[src/rtl/mem_resp_router_pkg.sv]
// ----------------------------------------------------------------------------
// mem_resp_router_pkg : shared core-ID types and grant encode/decode helpers
// Revision: 1.0
// ----------------------------------------------------------------------------
`default_nettype none

package mem_resp_router_pkg;

  localparam int NUM_OF_CORES = 4;
  localparam int CORE_ID_W    = $clog2(NUM_OF_CORES);
  localparam int DATA_WIDTH   = 64;

  typedef logic [CORE_ID_W-1:0] core_id_t;

  // OR-reduction of set-bit indices; exact only for one-hot inputs
  function automatic core_id_t onehot_to_bin(input logic [NUM_OF_CORES-1:0] oh);
    core_id_t b;
    b = '0;
    for (int i = 0; i < NUM_OF_CORES; i++) begin
      if (oh[i]) b = b | core_id_t'(i);
    end
    return b;
  endfunction

  function automatic logic [NUM_OF_CORES-1:0] bin_to_onehot(input core_id_t b);
    logic [NUM_OF_CORES-1:0] oh;
    oh    = '0;
    oh[b] = 1'b1;
    return oh;
  endfunction

endpackage

`default_nettype wire

[src/rtl/mem_resp_router_id_fifo.sv]
// ----------------------------------------------------------------------------
// id_fifo : synchronous FIFO of core IDs recording grant order
// Revision: 1.0
// ----------------------------------------------------------------------------
`default_nettype none

module id_fifo
  import mem_resp_router_pkg::*;
#(
  parameter int DEPTH = 8,
  localparam int PTR_W = $clog2(DEPTH),
  localparam int CNT_W = PTR_W + 1
) (
  input  logic             clk,
  input  logic             reset,
  input  logic             push,
  input  core_id_t         push_id,
  input  logic             pop,
  output core_id_t         head,
  output logic [CNT_W-1:0] count,
  output logic             full,
  output logic             empty
);

  core_id_t         mem_q [DEPTH];
  core_id_t         mem_d [DEPTH];
  logic [PTR_W-1:0] wr_ptr_q, wr_ptr_d;
  logic [PTR_W-1:0] rd_ptr_q, rd_ptr_d;
  logic [CNT_W-1:0] count_q, count_d;
  logic             push_ok, pop_ok;

  assign full  = (count_q == CNT_W'(DEPTH));
  assign empty = (count_q == '0);
  assign count = count_q;
  assign head  = mem_q[rd_ptr_q];

  always_comb begin
    push_ok = push && !full;
    pop_ok  = pop && !empty;
    mem_d   = mem_q;
    if (push_ok) mem_d[wr_ptr_q] = push_id;
    // DEPTH is a power of two, so pointer overflow is the modulo wrap
    wr_ptr_d = wr_ptr_q + PTR_W'(push_ok);
    rd_ptr_d = rd_ptr_q + PTR_W'(pop_ok);
    count_d  = count_q;
    if (push_ok && !pop_ok) count_d = count_q + CNT_W'(1);
    if (!push_ok && pop_ok) count_d = count_q - CNT_W'(1);
  end

  always_ff @(posedge clk or posedge reset) begin
    if (reset) begin
      mem_q    <= '{default: '0};
      wr_ptr_q <= '0;
      rd_ptr_q <= '0;
      count_q  <= '0;
    end else begin
      mem_q    <= mem_d;
      wr_ptr_q <= wr_ptr_d;
      rd_ptr_q <= rd_ptr_d;
      count_q  <= count_d;
    end
  end

endmodule

`default_nettype wire

[src/rtl/mem_resp_router.sv]
// ----------------------------------------------------------------------------
// mem_resp_router : steers in-order memory responses back to the granted core
// Revision: 1.0
// ----------------------------------------------------------------------------
`default_nettype none

module mem_resp_router #(
  parameter int NUM_OF_CORES      = mem_resp_router_pkg::NUM_OF_CORES,
  parameter int DATA_WIDTH        = mem_resp_router_pkg::DATA_WIDTH,
  parameter int OUTSTANDING_DEPTH = 8
) (
  input  logic                                 clk,
  input  logic                                 reset,
  input  logic [NUM_OF_CORES-1:0]              grant,
  output logic                                 id_full,
  input  logic                                 mem_resp_valid,
  input  logic [DATA_WIDTH-1:0]                mem_resp_data,
  output logic                                 mem_resp_ready,
  output logic [NUM_OF_CORES-1:0]              core_resp_valid,
  output logic [DATA_WIDTH-1:0]                core_resp_data,
  input  logic [NUM_OF_CORES-1:0]              core_resp_ready,
  output logic [$clog2(OUTSTANDING_DEPTH):0]   outstanding,
  output logic                                 err_overflow,
  output logic                                 err_orphan,
  output logic                                 err_onehot
);

  import mem_resp_router_pkg::*;

  core_id_t                         fifo_head;
  logic [$clog2(OUTSTANDING_DEPTH):0] fifo_count;
  logic                             fifo_full, fifo_empty;
  logic                             grant_any, grant_onehot, push, accept, out_free;

  logic                  out_valid_q, out_valid_d;
  core_id_t              out_dest_q, out_dest_d;
  logic [DATA_WIDTH-1:0] out_data_q, out_data_d;
  logic                  err_overflow_q, err_overflow_d;
  logic                  err_orphan_q, err_orphan_d;
  logic                  err_onehot_q, err_onehot_d;

  assign grant_any    = |grant;
  assign grant_onehot = grant_any && ((grant & (grant - NUM_OF_CORES'(1))) == '0);
  // Full is judged on the registered count: a same-cycle pop does not make room
  assign push         = grant_onehot && !fifo_full;

  assign out_free       = !out_valid_q || core_resp_ready[out_dest_q];
  assign mem_resp_ready = out_free && !fifo_empty;
  assign accept         = mem_resp_valid && mem_resp_ready;

  id_fifo #(
    .DEPTH(OUTSTANDING_DEPTH)
  ) u_id_fifo (
    .clk    (clk),
    .reset  (reset),
    .push   (push),
    .push_id(onehot_to_bin(grant)),
    .pop    (accept),
    .head   (fifo_head),
    .count  (fifo_count),
    .full   (fifo_full),
    .empty  (fifo_empty)
  );

  always_comb begin
    out_valid_d = out_valid_q;
    out_dest_d  = out_dest_q;
    out_data_d  = out_data_q;
    if (accept) begin
      out_valid_d = 1'b1;
      out_dest_d  = fifo_head;
      out_data_d  = mem_resp_data;
    end else if (out_valid_q && core_resp_ready[out_dest_q]) begin
      out_valid_d = 1'b0;
    end
    err_overflow_d = err_overflow_q || (grant_onehot && fifo_full);
    err_orphan_d   = err_orphan_q || (mem_resp_valid && fifo_empty);
    err_onehot_d   = err_onehot_q || (grant_any && !grant_onehot);
  end

  always_ff @(posedge clk or posedge reset) begin
    if (reset) begin
      out_valid_q    <= 1'b0;
      out_dest_q     <= '0;
      out_data_q     <= '0;
      err_overflow_q <= 1'b0;
      err_orphan_q   <= 1'b0;
      err_onehot_q   <= 1'b0;
    end else begin
      out_valid_q    <= out_valid_d;
      out_dest_q     <= out_dest_d;
      out_data_q     <= out_data_d;
      err_overflow_q <= err_overflow_d;
      err_orphan_q   <= err_orphan_d;
      err_onehot_q   <= err_onehot_d;
    end
  end

  assign core_resp_valid = out_valid_q ? bin_to_onehot(out_dest_q) : '0;
  assign core_resp_data  = out_data_q;
  assign id_full         = fifo_full;
  assign outstanding     = fifo_count;
  assign err_overflow    = err_overflow_q;
  assign err_orphan      = err_orphan_q;
  assign err_onehot      = err_onehot_q;

endmodule

`default_nettype wire

[config.mk]
export PLATFORM = sky130hd
export DESIGN_NAME = mem_resp_router
export DESIGN_NICKNAME = d
export VERILOG_FILES = /design/src/rtl/mem_resp_router_pkg.sv /design/src/rtl/mem_resp_router_id_fifo.sv /design/src/rtl/mem_resp_router.sv
export SDC_FILE = /design/constraint.sdc
export NUM_CORES = 1
export LEC_CHECK = 0
export CAP_MARGIN = 10
export CORE_MARGIN = 4
export CORE_UTILIZATION = 35
export CTS_CLUSTER_DIAMETER = 80
export DETAILED_ROUTE_END_ITERATION = 7
export DONT_BUFFER_PORTS = 1
export SETUP_SLACK_MARGIN = 0.2
export SYNTH_ARGS = -nofsm -noshare
export SYNTH_HDL_FRONTEND = slang
export SYNTH_SLANG_ARGS = --single-unit
[constraint.sdc]
create_clock -name clk -period 7.1 [get_ports clk]
set_input_delay 1.42 -clock clk [delete_from_list [all_inputs] [get_ports clk]]
set_output_delay 1.42 -clock clk [all_outputs]
set_load 0.05 [all_outputs]
==> results.txt <==
DRC: 0
fillers: 1044
count of non-filler cells in the finished layout: 426
overall overflow remaining after global route: 0
number of clock sinks seen by CTS: 96
synthesized area: 4050 um2
Max Freq: 261 MHz
maximum number of pins on one net before global-route repair: 70
Slowest Stage Delay on Critical Path: 500 ps
Resized cells post-CTS: 0
Die Ht: 116 um
series of cell instances along the critical path: mux4_2 -> nand2b_1 -> and2_1
Register-to-Register Setup Slack: 4000 ps
placer congestion estimate: 0.720
maximum level of the CTS H-tree: 3
DR WL/cell: 18.2 um
run status: finished clean
Syn Nets: 354
Startpoint Class: primary input
average cell area after synthesis: 14.9 um2
adder and majority cell fraction of the synthesized area: 2.41%
detailed placement HPWL: 5850 um
library cell with the largest summed area after synthesis: dfrtp_1
IO Count: 152
Hold Crit Endpoint: u_id_fifo.mem_q[1]
final critical path time including I/O delays and setup: 3830 ps
sort of element at the end of the critical path: primary output
Max-slew headroom: 40.5%
vias after detailed routing: 2185
Post-synth EDFFs: 0
area of the die: 13400 um2
critical register-to-register path endpoint: u_id_fifo.count[2]
share of flip-flops with an asynchronous set or reset: 100%
number of buffers created by CTS: 9
launch point of the worst path: core_resp_ready[3]
max-slew violations: 0
Row Count: 39
count of synthesis-stage warnings from yosys: 0
WP data arrival: 2410 ps
number of buffer cells added on primary ports: 0
mux contribution to synthesized area: 25.8%
number of detailed-route iterations in the first pass: 4
post-synthesis compound-gate area fraction: 1.88%
Final Hold Fails: 0
Core Area: 11400 um2
most frequent cell after synthesis: dfrtp_1
overall global routing resource usage: 11.3%
hold buffer count at CTS: 0
slowest library cell on the worst path: mux4_2
vias in the first global route: 2233
xor and xnor fraction of the mapped netlist area: 1.73%
slew of the pin with the lowest slew margin: 889 ps
dpl cells: 409
count of distinct cell types in the synthesized netlist: 41
max-cap violation count: 0
clock tree skew after final layout: 5.64 ps
leading post-synthesis cells by instance count: dfrtp_1, mux2_1, mux2_2
final standard cell utilization of the core: 39.7%
Sum Neg Setup Slack: 0 ps
Post-Synth Simple-Gate Area: 6.80%
CTS Buffer Depth: 2
ANT nets after route: 0
final wirelength: 7750 um
Synth Instances: 272
violation count after the first detailed-route iteration: 64
path type of the worst setup path: primary input to primary output
ratio of final minimum period to clock period: 54.0%
footprint of the multi-input gates: 1580 um2
post-synth top area share: 59.3%
FF+latch area: 2400 um2
final-stage net count: 359
area grow syn2layout: 11.6%
RSZ-0062 raised after global routing: false
hold path startpoint: u_id_fifo.mem_q[1]
register area share after synthesis: 59.3%
worst min path class: register to register
clock latency on the worst-skew pair: 340 ps
Die W: 116 um
detailed-route vias per instance: 5.13
final count of negative-setup-slack endpoints: 0
Main synth FF type: dfrtp_1
crit-path max FO: 2
clock-pin transition on the worst setup and hold timing paths: 60 ps
cell at the root of the clock tree: clkbuf_16
TritonCTS clock tree: yes
Req. time, crit path: 5680 ps
largest family of logic cells by synthesized area: multiplexers
count of cells along the worst hold path: 1
number of antenna violations at the first check in global routing: 1
number of flip-flops and latches in the synthesized netlist: 96
origin of the critical flop-to-flop path: u_id_fifo.count[0]
length in cells of the worst reg-to-reg path: 11
cells taking the most area after synthesis: dfrtp_1, mux2_1, mux2_2, mux4_2, ha_1
global-route wire length before repair: 11500 um
fraction of final layout cells with drive strength greater than 1: 17.0%
setup bufs post-CTS: 0
initial core utilization: 35.6%
## cell usage in the layout (no fill, tap or decap), types with 3 or more instances in the layout
cell type / n
buf_4: 3
clkbuf_16: 9
clkinv_2: 3
dfrtp_1: 96
ha_1: 7
inv_1: 5
mux2_1: 64
mux2_2: 17
mux4_2: 5
nand2_1: 5
nand2b_1: 3
nand3_1: 5
nor2_1: 6
nor3_1: 9
xnor2_1: 3
xor2_1: 5
## worst max-delay path, delay by kind of cell
family           cells  cell delay [ps]
AND/OR/NAND/NOR      2              490
multiplexers         1              500
## worst max path at each step
| stage | endpoint | slack (ps) | cells past startpoint |
|---|---|---|---|
| floorplan | core_resp_data[0] | 3170 | 1 |
| global placement | mem_resp_ready | 3280 | 3 |
| detailed placement | mem_resp_ready | 3270 | 3 |
| CTS | mem_resp_ready | 3270 | 3 |
| global route | mem_resp_ready | 3250 | 3 |
| finish | mem_resp_ready | 3270 | 3 |
## area by class of cell
cell class	count	share of cell area, %
Antenna cell	1	0.0554
Tap cell	143	3.96
Clock inverter	5	1.19
Clock buffer	11	5.59
Sequential cell	96	53.2
Inverter	7	0.637
Multi-Input combinational cell	160	34.9
Timing Repair Buffer	3	0.498
## state kept, by name, summed over array words and instances (netlist names)
register	count
err_orphan	1
err_overflow	1
err_onehot	1
u_id_fifo.count	4
core_resp_data	64
out_dest_q	2
u_id_fifo.mem_q	16
u_id_fifo.wr_ptr_q	3
u_id_fifo.rd_ptr_q	3
out_valid_q	1
## routing by layer
layer | GRT usage, % | vias to the layer above | routed length, um
li1 | - | 986 | -
met1 | 12.7 | 1090 | 2860
met2 | 18.1 | 95 | 3920
met3 | 4.49 | 14 | 774
met4 | 6.81 | 0 | 193
met5 | 0 | - | 0
## per-stage QoR
step / instance area (um2) / setup slack (ps) / hold WS [ps]
after floorplan: 4050 / 3170 / 474
after global placement: 4210 / 3280 / 490
after detailed placement: 4210 / 3270 / 495
after CTS: 4520 / 3270 / 509
after global routing: 4520 / 3250 / 522
final: 4520 / 3270 / 507
## logic make-up after synthesis
family / Yosys count
AO/OA/AOI/OAI: 10
adder cells (fa/ha/maj): 8
multiplexers: 88
XOR/XNOR: 8
AND/OR/NAND/NOR: 46
flip-flops: 96
buffers and inverters: 16
Power is left out: the tool's default activity adds up to more than one toggle a clock period on the data nets, which glitch-free logic cannot reach.
